**src/rtl/tim_sched_pkg.sv**
```systemverilog
// Shared types and helpers for the tim_sched timer scheduler.
// Optional feature macro: TIM_SCHED_CANCEL_EN (adds the cancel input).
package tim_sched_pkg;

    // Scheduler FSM states
    typedef enum logic [1:0] {
        ST_IDLE = 2'd0,
        ST_RUN  = 2'd1,
        ST_DONE = 2'd2
    } state_e;

    // Arbiter is written for the widest supported requester count
    localparam int RR_MAX   = 16;
    localparam int RR_IDX_W = $clog2(RR_MAX);

    // Round-robin pick: rotate so the search starts at last+1, take the first
    // set bit in rotated order, and map that position back to a real index.
    // Returns last when nothing is requested; callers gate with |req_vec.
    function automatic logic [RR_IDX_W-1:0] rr_pick(
        input logic [RR_MAX-1:0]   req_vec,
        input logic [RR_IDX_W-1:0] last,
        input logic [RR_IDX_W:0]   nreq
    );
        logic [RR_IDX_W-1:0] pick;
        logic [RR_IDX_W-1:0] idx;
        logic [RR_IDX_W+1:0] sum;
        logic                found;
        pick  = last;
        found = 1'b0;
        for (int k = 1; k <= RR_MAX; k++) begin
            sum = {2'b00, last} + (RR_IDX_W+2)'(k);
            // last < nreq and k <= nreq, so one subtraction completes the modulo
            sum = (sum >= {1'b0, nreq}) ? (sum - {1'b0, nreq}) : sum;
            idx = sum[RR_IDX_W-1:0];
            if (!found && ((RR_IDX_W+1)'(k) <= nreq) && req_vec[idx]) begin
                pick  = idx;
                found = 1'b1;
            end else begin
                pick  = pick;
                found = found;
            end
        end
        return pick;
    endfunction

endpackage

```
**src/rtl/tim_core.sv**
```systemverilog
// One-shot N-bit down-counter shared by all requesters of tim_sched.
// start loads load_val (run length minus one); expire marks the final cycle.
module tim_core
    import tim_sched_pkg::*;
#(
    parameter int N = 4
) (
    input  logic         clk,
    input  logic         rst,
    input  logic         start,
    input  logic [N-1:0] load_val,
    output logic         running,
    output logic         expire
);

    logic [N-1:0] cnt_r;
    logic         running_r;

    // Counter: reload on start, otherwise count down to zero and stop there
    always_ff @(posedge clk or posedge rst) begin
        if (rst) begin
            cnt_r     <= {N{1'b0}};
            running_r <= 1'b0;
        end else if (start) begin
            cnt_r     <= load_val;
            running_r <= 1'b1;
        end else if (running_r) begin
            if (cnt_r == {N{1'b0}}) begin
                running_r <= 1'b0;
            end else begin
                cnt_r <= cnt_r - N'(1);
            end
        end else begin
            cnt_r     <= cnt_r;
            running_r <= running_r;
        end
    end

    assign running = running_r;
    assign expire  = running_r && (cnt_r == {N{1'b0}});

endmodule

```
**src/rtl/tim_sched.sv**
```systemverilog
// Round-robin scheduler sharing one one-shot timer among NREQ requesters.
// Optional feature macro: TIM_SCHED_CANCEL_EN adds a cancel input that aborts
// the current run without a done pulse.
module tim_sched
    import tim_sched_pkg::*;
#(
    parameter int NREQ = 4,
    parameter int N    = 4
) (
    input  logic                    clk,
    input  logic                    rst,
    input  logic [NREQ-1:0]         req,
    input  logic [NREQ*N-1:0]       load,
`ifdef TIM_SCHED_CANCEL_EN
    input  logic                    cancel,
`endif
    output logic [NREQ-1:0]         gnt,
    output logic [NREQ-1:0]         done,
    output logic                    busy,
    output logic [$clog2(NREQ)-1:0] active_id
);

    localparam int ID_W = $clog2(NREQ);

    state_e              state_r;
    logic [NREQ-1:0]     gnt_r;
    logic [NREQ-1:0]     done_r;
    logic                busy_r;
    logic [ID_W-1:0]     active_id_r;
    logic [ID_W-1:0]     last_r;

    logic [RR_MAX-1:0]   req_pad_s;
    logic [RR_IDX_W-1:0] win_full_s;
    logic [ID_W-1:0]     win_s;
    logic [NREQ-1:0]     win_oh_s;
    logic [NREQ-1:0]     id_oh_s;
    logic [N-1:0]        sel_load_s;
    logic [N-1:0]        load_val_s;
    logic                start_s;
    logic                core_running_s;
    logic                core_expire_s;

    // Arbitration: widen req to the arbiter width and pick the next winner
    always_comb begin
        req_pad_s = {RR_MAX{1'b0}};
        req_pad_s[NREQ-1:0] = req;
        win_full_s = rr_pick(req_pad_s, RR_IDX_W'(last_r), (RR_IDX_W+1)'(NREQ));
        win_s = ID_W'(win_full_s);
    end

    // One-hot forms of the winner and of the current owner
    always_comb begin
        win_oh_s = {NREQ{1'b0}};
        win_oh_s[win_s] = 1'b1;
        id_oh_s = {NREQ{1'b0}};
        id_oh_s[active_id_r] = 1'b1;
    end

    // Winner's load; zero is promoted to a one-cycle run, counter gets L-1
    always_comb begin
        sel_load_s = {N{1'b0}};
        for (int i = 0; i < NREQ; i++) begin
            sel_load_s = (ID_W'(i) == win_s) ? load[i*N +: N] : sel_load_s;
        end
        if (sel_load_s == {N{1'b0}}) begin
            load_val_s = {N{1'b0}};
        end else begin
            load_val_s = sel_load_s - N'(1);
        end
    end

    assign start_s = (state_r == ST_IDLE) && (|req);

    tim_core #(
        .N (N)
    ) u_core (
        .clk      (clk),
        .rst      (rst),
        .start    (start_s),
        .load_val (load_val_s),
        .running  (core_running_s),
        .expire   (core_expire_s)
    );

    // Scheduler FSM with registered grant, done, busy and owner outputs
    always_ff @(posedge clk or posedge rst) begin
        if (rst) begin
            state_r     <= ST_IDLE;
            gnt_r       <= {NREQ{1'b0}};
            done_r      <= {NREQ{1'b0}};
            busy_r      <= 1'b0;
            active_id_r <= {ID_W{1'b0}};
            last_r      <= ID_W'(NREQ - 1);
        end else begin
            case (state_r)
                ST_IDLE: begin
                    done_r <= {NREQ{1'b0}};
                    if (start_s) begin
                        gnt_r       <= win_oh_s;
                        busy_r      <= 1'b1;
                        active_id_r <= win_s;
                        last_r      <= win_s;
                        state_r     <= ST_RUN;
                    end else begin
                        gnt_r   <= {NREQ{1'b0}};
                        busy_r  <= 1'b0;
                        state_r <= ST_IDLE;
                    end
                end
                ST_RUN: begin
`ifdef TIM_SCHED_CANCEL_EN
                    if (cancel) begin
                        gnt_r   <= {NREQ{1'b0}};
                        busy_r  <= 1'b0;
                        state_r <= ST_IDLE;
                    end else
`endif
                    // A stopped core while in RUN is treated as expiry so the FSM cannot hang
                    if (core_expire_s || !core_running_s) begin
                        gnt_r   <= {NREQ{1'b0}};
                        done_r  <= id_oh_s;
                        state_r <= ST_DONE;
                    end else begin
                        state_r <= ST_RUN;
                    end
                end
                ST_DONE: begin
                    done_r  <= {NREQ{1'b0}};
                    busy_r  <= 1'b0;
                    state_r <= ST_IDLE;
                end
                default: begin
                    gnt_r   <= {NREQ{1'b0}};
                    done_r  <= {NREQ{1'b0}};
                    busy_r  <= 1'b0;
                    state_r <= ST_IDLE;
                end
            endcase
        end
    end

    assign gnt       = gnt_r;
    assign done      = done_r;
    assign busy      = busy_r;
    assign active_id = active_id_r;

endmodule

```
**config.mk**
```make
export PLATFORM = sky130hd
export DESIGN_NAME = tim_sched
export DESIGN_NICKNAME = d
export VERILOG_FILES = /design/src/rtl/tim_sched_pkg.sv /design/src/rtl/tim_core.sv /design/src/rtl/tim_sched.sv
export SDC_FILE = /design/constraint.sdc
export NUM_CORES = 1
export LEC_CHECK = 0
export BUFFER_PORTS_ARGS = -buffer_cell sky130_fd_sc_hd__buf_2
export CAP_MARGIN = 30
export CORE_ASPECT_RATIO = 0.6
export CORE_UTILIZATION = 51
export CTS_BUF_LIST = sky130_fd_sc_hd__clkbuf_4
export DETAILED_ROUTE_END_ITERATION = 16
export PLACE_DENSITY = 0.79
export SLEW_MARGIN = 20
export SYNTH_ARGS = -nofsm -noshare
export SYNTH_HDL_FRONTEND = slang
export SYNTH_HIERARCHICAL = 1
export SYNTH_SLANG_ARGS = --single-unit
```
**constraint.sdc**
```tcl
create_clock -name clk -period 3.4 [get_ports clk]
set_input_delay 0 -clock clk [delete_from_list [all_inputs] [get_ports clk]]
set_output_delay 0 -clock clk [all_outputs]
set_load 0.05 [all_outputs]
```
==> results.json <==
{
  "wl_per_cell_um": 14.6,
  "cts_buffers": 3,
  "crit_start": "last_r[1]",
  "wirelength_mm": 3.41,
  "ys_types": 48,
  "endpoint": "u_core/cnt_r[3]",
  "path_class": "flip-flop to flip-flop",
  "worst_pin_slew_ns": 0.532,
  "die_area_um2": 3200,
  "synth_edf_count": 0,
  "status": "finished, final reports clean",
  "synth_top_family_by_area": "compound AO/OA/AOI/OAI gates",
  "clock_skew_ns": 0.00540,
  "grt_max_degree": 18,
  "crit_arrival_ns": 3.43,
  "diodes": 0,
  "via_per_inst": 5.63,
  "synthMuxAreaShare_pct": 16.0,
  "synth_top_area_cell": "dfrtp_1",
  "max_cap_violations": 0,
  "path_clk_slew_ns": 0.12,
  "synthTopCellsByArea": "dfrtp_1 30%, mux2_2 6.7%, mux2i_1 6.6%",
  "fin_crit_sh_pct": 95.1,
  "cp-end-kind": "flip-flop",
  "drc": 0,
  "numPortBuffers": 32,
  "ys_ff_latch": 20,
  "rsz0062_at_grt": "no",
  "r2r-end": "u_core/cnt_r[3]",
  "fin_setup_tns_ns": 0,
  "ff2ff_path_depth": 10,
  "finalMaxSlewViolations": 0,
  "clock-root-buffer": "clkbuf_4",
  "synth_common_cells": "18 x dfrtp_1, 13 x nor2_1, 11 x nand2_1",
  "syn2layout_area_growth_pct": 19.2,
  "initial_core_util_pct": 56.9,
  "cp-start-kind": "flip-flop",
  "timing.fmax_mhz": 309,
  "nets": 222,
  "setup_viol": 0,
  "min_path_type": "input pin to async pin",
  "cts.sinks": 20,
  "fin_crit_ns": 3.23,
  "syn_nets": 184,
  "num_rows": 14,
  "synth_ff_type": "dfrtp_1",
  "worstSkewPairLatency_ns": 0.30,
  "synthesis.area_um2": 1510,
  "timing_hold_violations_final": 0,
  "yosysTopAreaCellShare_pct": 29.8,
  "yosys.area_share.simple_pct": 17.4,
  "drt-initial-drc-count": 60,
  "synth-adder-area-share_pct": 4.96,
  "first_pass_iters": 4,
  "crit_fanout": 9,
  "r2r_start": "last_r[1]",
  "ant_nets": 0,
  "clock_path_buffers": 2,
  "io_pins": 33,
  "antenna_found_initial": 0,
  "vias": 1312,
  "grt_pass1_vias": 1218,
  "place_hpwl_mm": 2.65,
  "cp.required_ns": 3.60,
  "synthXorXnorAreaFrac_pct": 3.47,
  "htreeDepth": 1,
  "maxSlewHeadroom_pct": 64.1,
  "gp_congestion": 0.808,
  "grt_pass1_wl_mm": 5.71,
  "die_w_um": 72.3,
  "syn_inst": 156,
  "rrSetupSlack_ns": 0.17,
  "layout-drive-gt1-share_pct": 33.7,
  "coreArea_um2": 2660,
  "yosysMostFrequentCell": "dfrtp_1",
  "ys_seq_area_share_pct": 33.2,
  "synth_compound_area_share_pct": 20.5,
  "track_usage_pct": 24.0,
  "avgSynthCellArea_um2": 9.70,
  "cts_tree": "done",
  "async_flop_share_pct": 100,
  "die_h_um": 44.2,
  "ys_warn_count": 6,
  "grt-ovfl-total": 0
}
## metrics by stage
stage                     cells  setup WS, ns  hold WS (ns)  cell area, um^2  utilization (%)
after global routing        233        0.0307         0.151             1800             67.8
after detailed placement    225        0.0776       -0.0738             1720             64.4
final                       233         0.166         0.161             1800             67.8
after CTS                   230        0.0610         0.134             1780             66.8
after global placement      225         0.244       -0.0809             1720             64.4
after floorplan             156         0.155        -0.221             1510                -
## worst min-delay path by stage
stage,from,to,slack [ns],cells past startpoint
finish,rst,u_core/cnt_r[2],0.16,3
detailed placement,rst,u_core/running,-0.07,2
global route,rst,u_core/running,0.15,3
global placement,rst,u_core/running,-0.08,2
floorplan,rst,u_core/cnt_r[0],-0.22,1
CTS,rst,u_core/cnt_r[1],0.13,3
## flip-flops by register name, summed over array words and instances, names as in the netlist
name and flops:
gnt 4, state_r 2, busy 1, active_id 2
u_core/running 1, last_r 2, done 4, u_core/cnt_r 4
## timing repair
action                     CTS  global route
hold buffers                 1             0
resized for setup            0             1
setup endpoints to repair    0             2
hold endpoints to repair    18             0
setup buffers                0             3
## logic make-up after synthesis
group                      count (synthesis)
and+or+nand+nor                           50
muxes                                     21
buffers and inverters                     15
adders and majority gates                  6
DFF                                       20
AOI/OAI and AO/OA                         41
xor gates and xnor gates                   3
## placed cells by master, fill, tap and decap left out, types with 5 or more instances in the layout
cell	instances
nand2_1	11
buf_2	32
inv_1	10
mux2i_1	10
dfrtp_1	18
ha_1	6
mux2_2	9
buf_4	5
a21oi_1	9
o21ai_0	7
nor2_1	13
## layout make-up
type | instances | area, um^2
Clock buffer | 3 | 22.5
Clock inverter | 1 | 30.0
Fill cell | 203 | 858
Inverter | 10 | 37.5
Multi-Input combinational cell | 121 | 953
Sequential cell | 20 | 503
Tap cell | 40 | 50.0
Timing Repair Buffer | 38 | 208
## critical path: stages (launching register included)
cell      delay (ns)
dfstp_2         0.63
inv_1           0.10
ha_1            0.35
a21boi_2        0.21
a22oi_4         0.21
o211ai_4        0.14
xnor2_4         0.35
mux2_2          0.39
a21boi_0        0.13
mux2_2          0.27
a221o_1         0.34
## metal layers
layer / part of all wire (%) / track usage (%) / vias to the layer above
li1: - / - / 651
met1: 50 / 33.4 / 607
met2: 43 / 37.8 / 45
met3: 5.5 / 5.47 / 9
met4: 1.3 / 7.45 / 0
met5: 0 / 0 / -
Power is not shown: default switching activity piles up to over one toggle a cycle in this logic, so the estimate is an artifact.
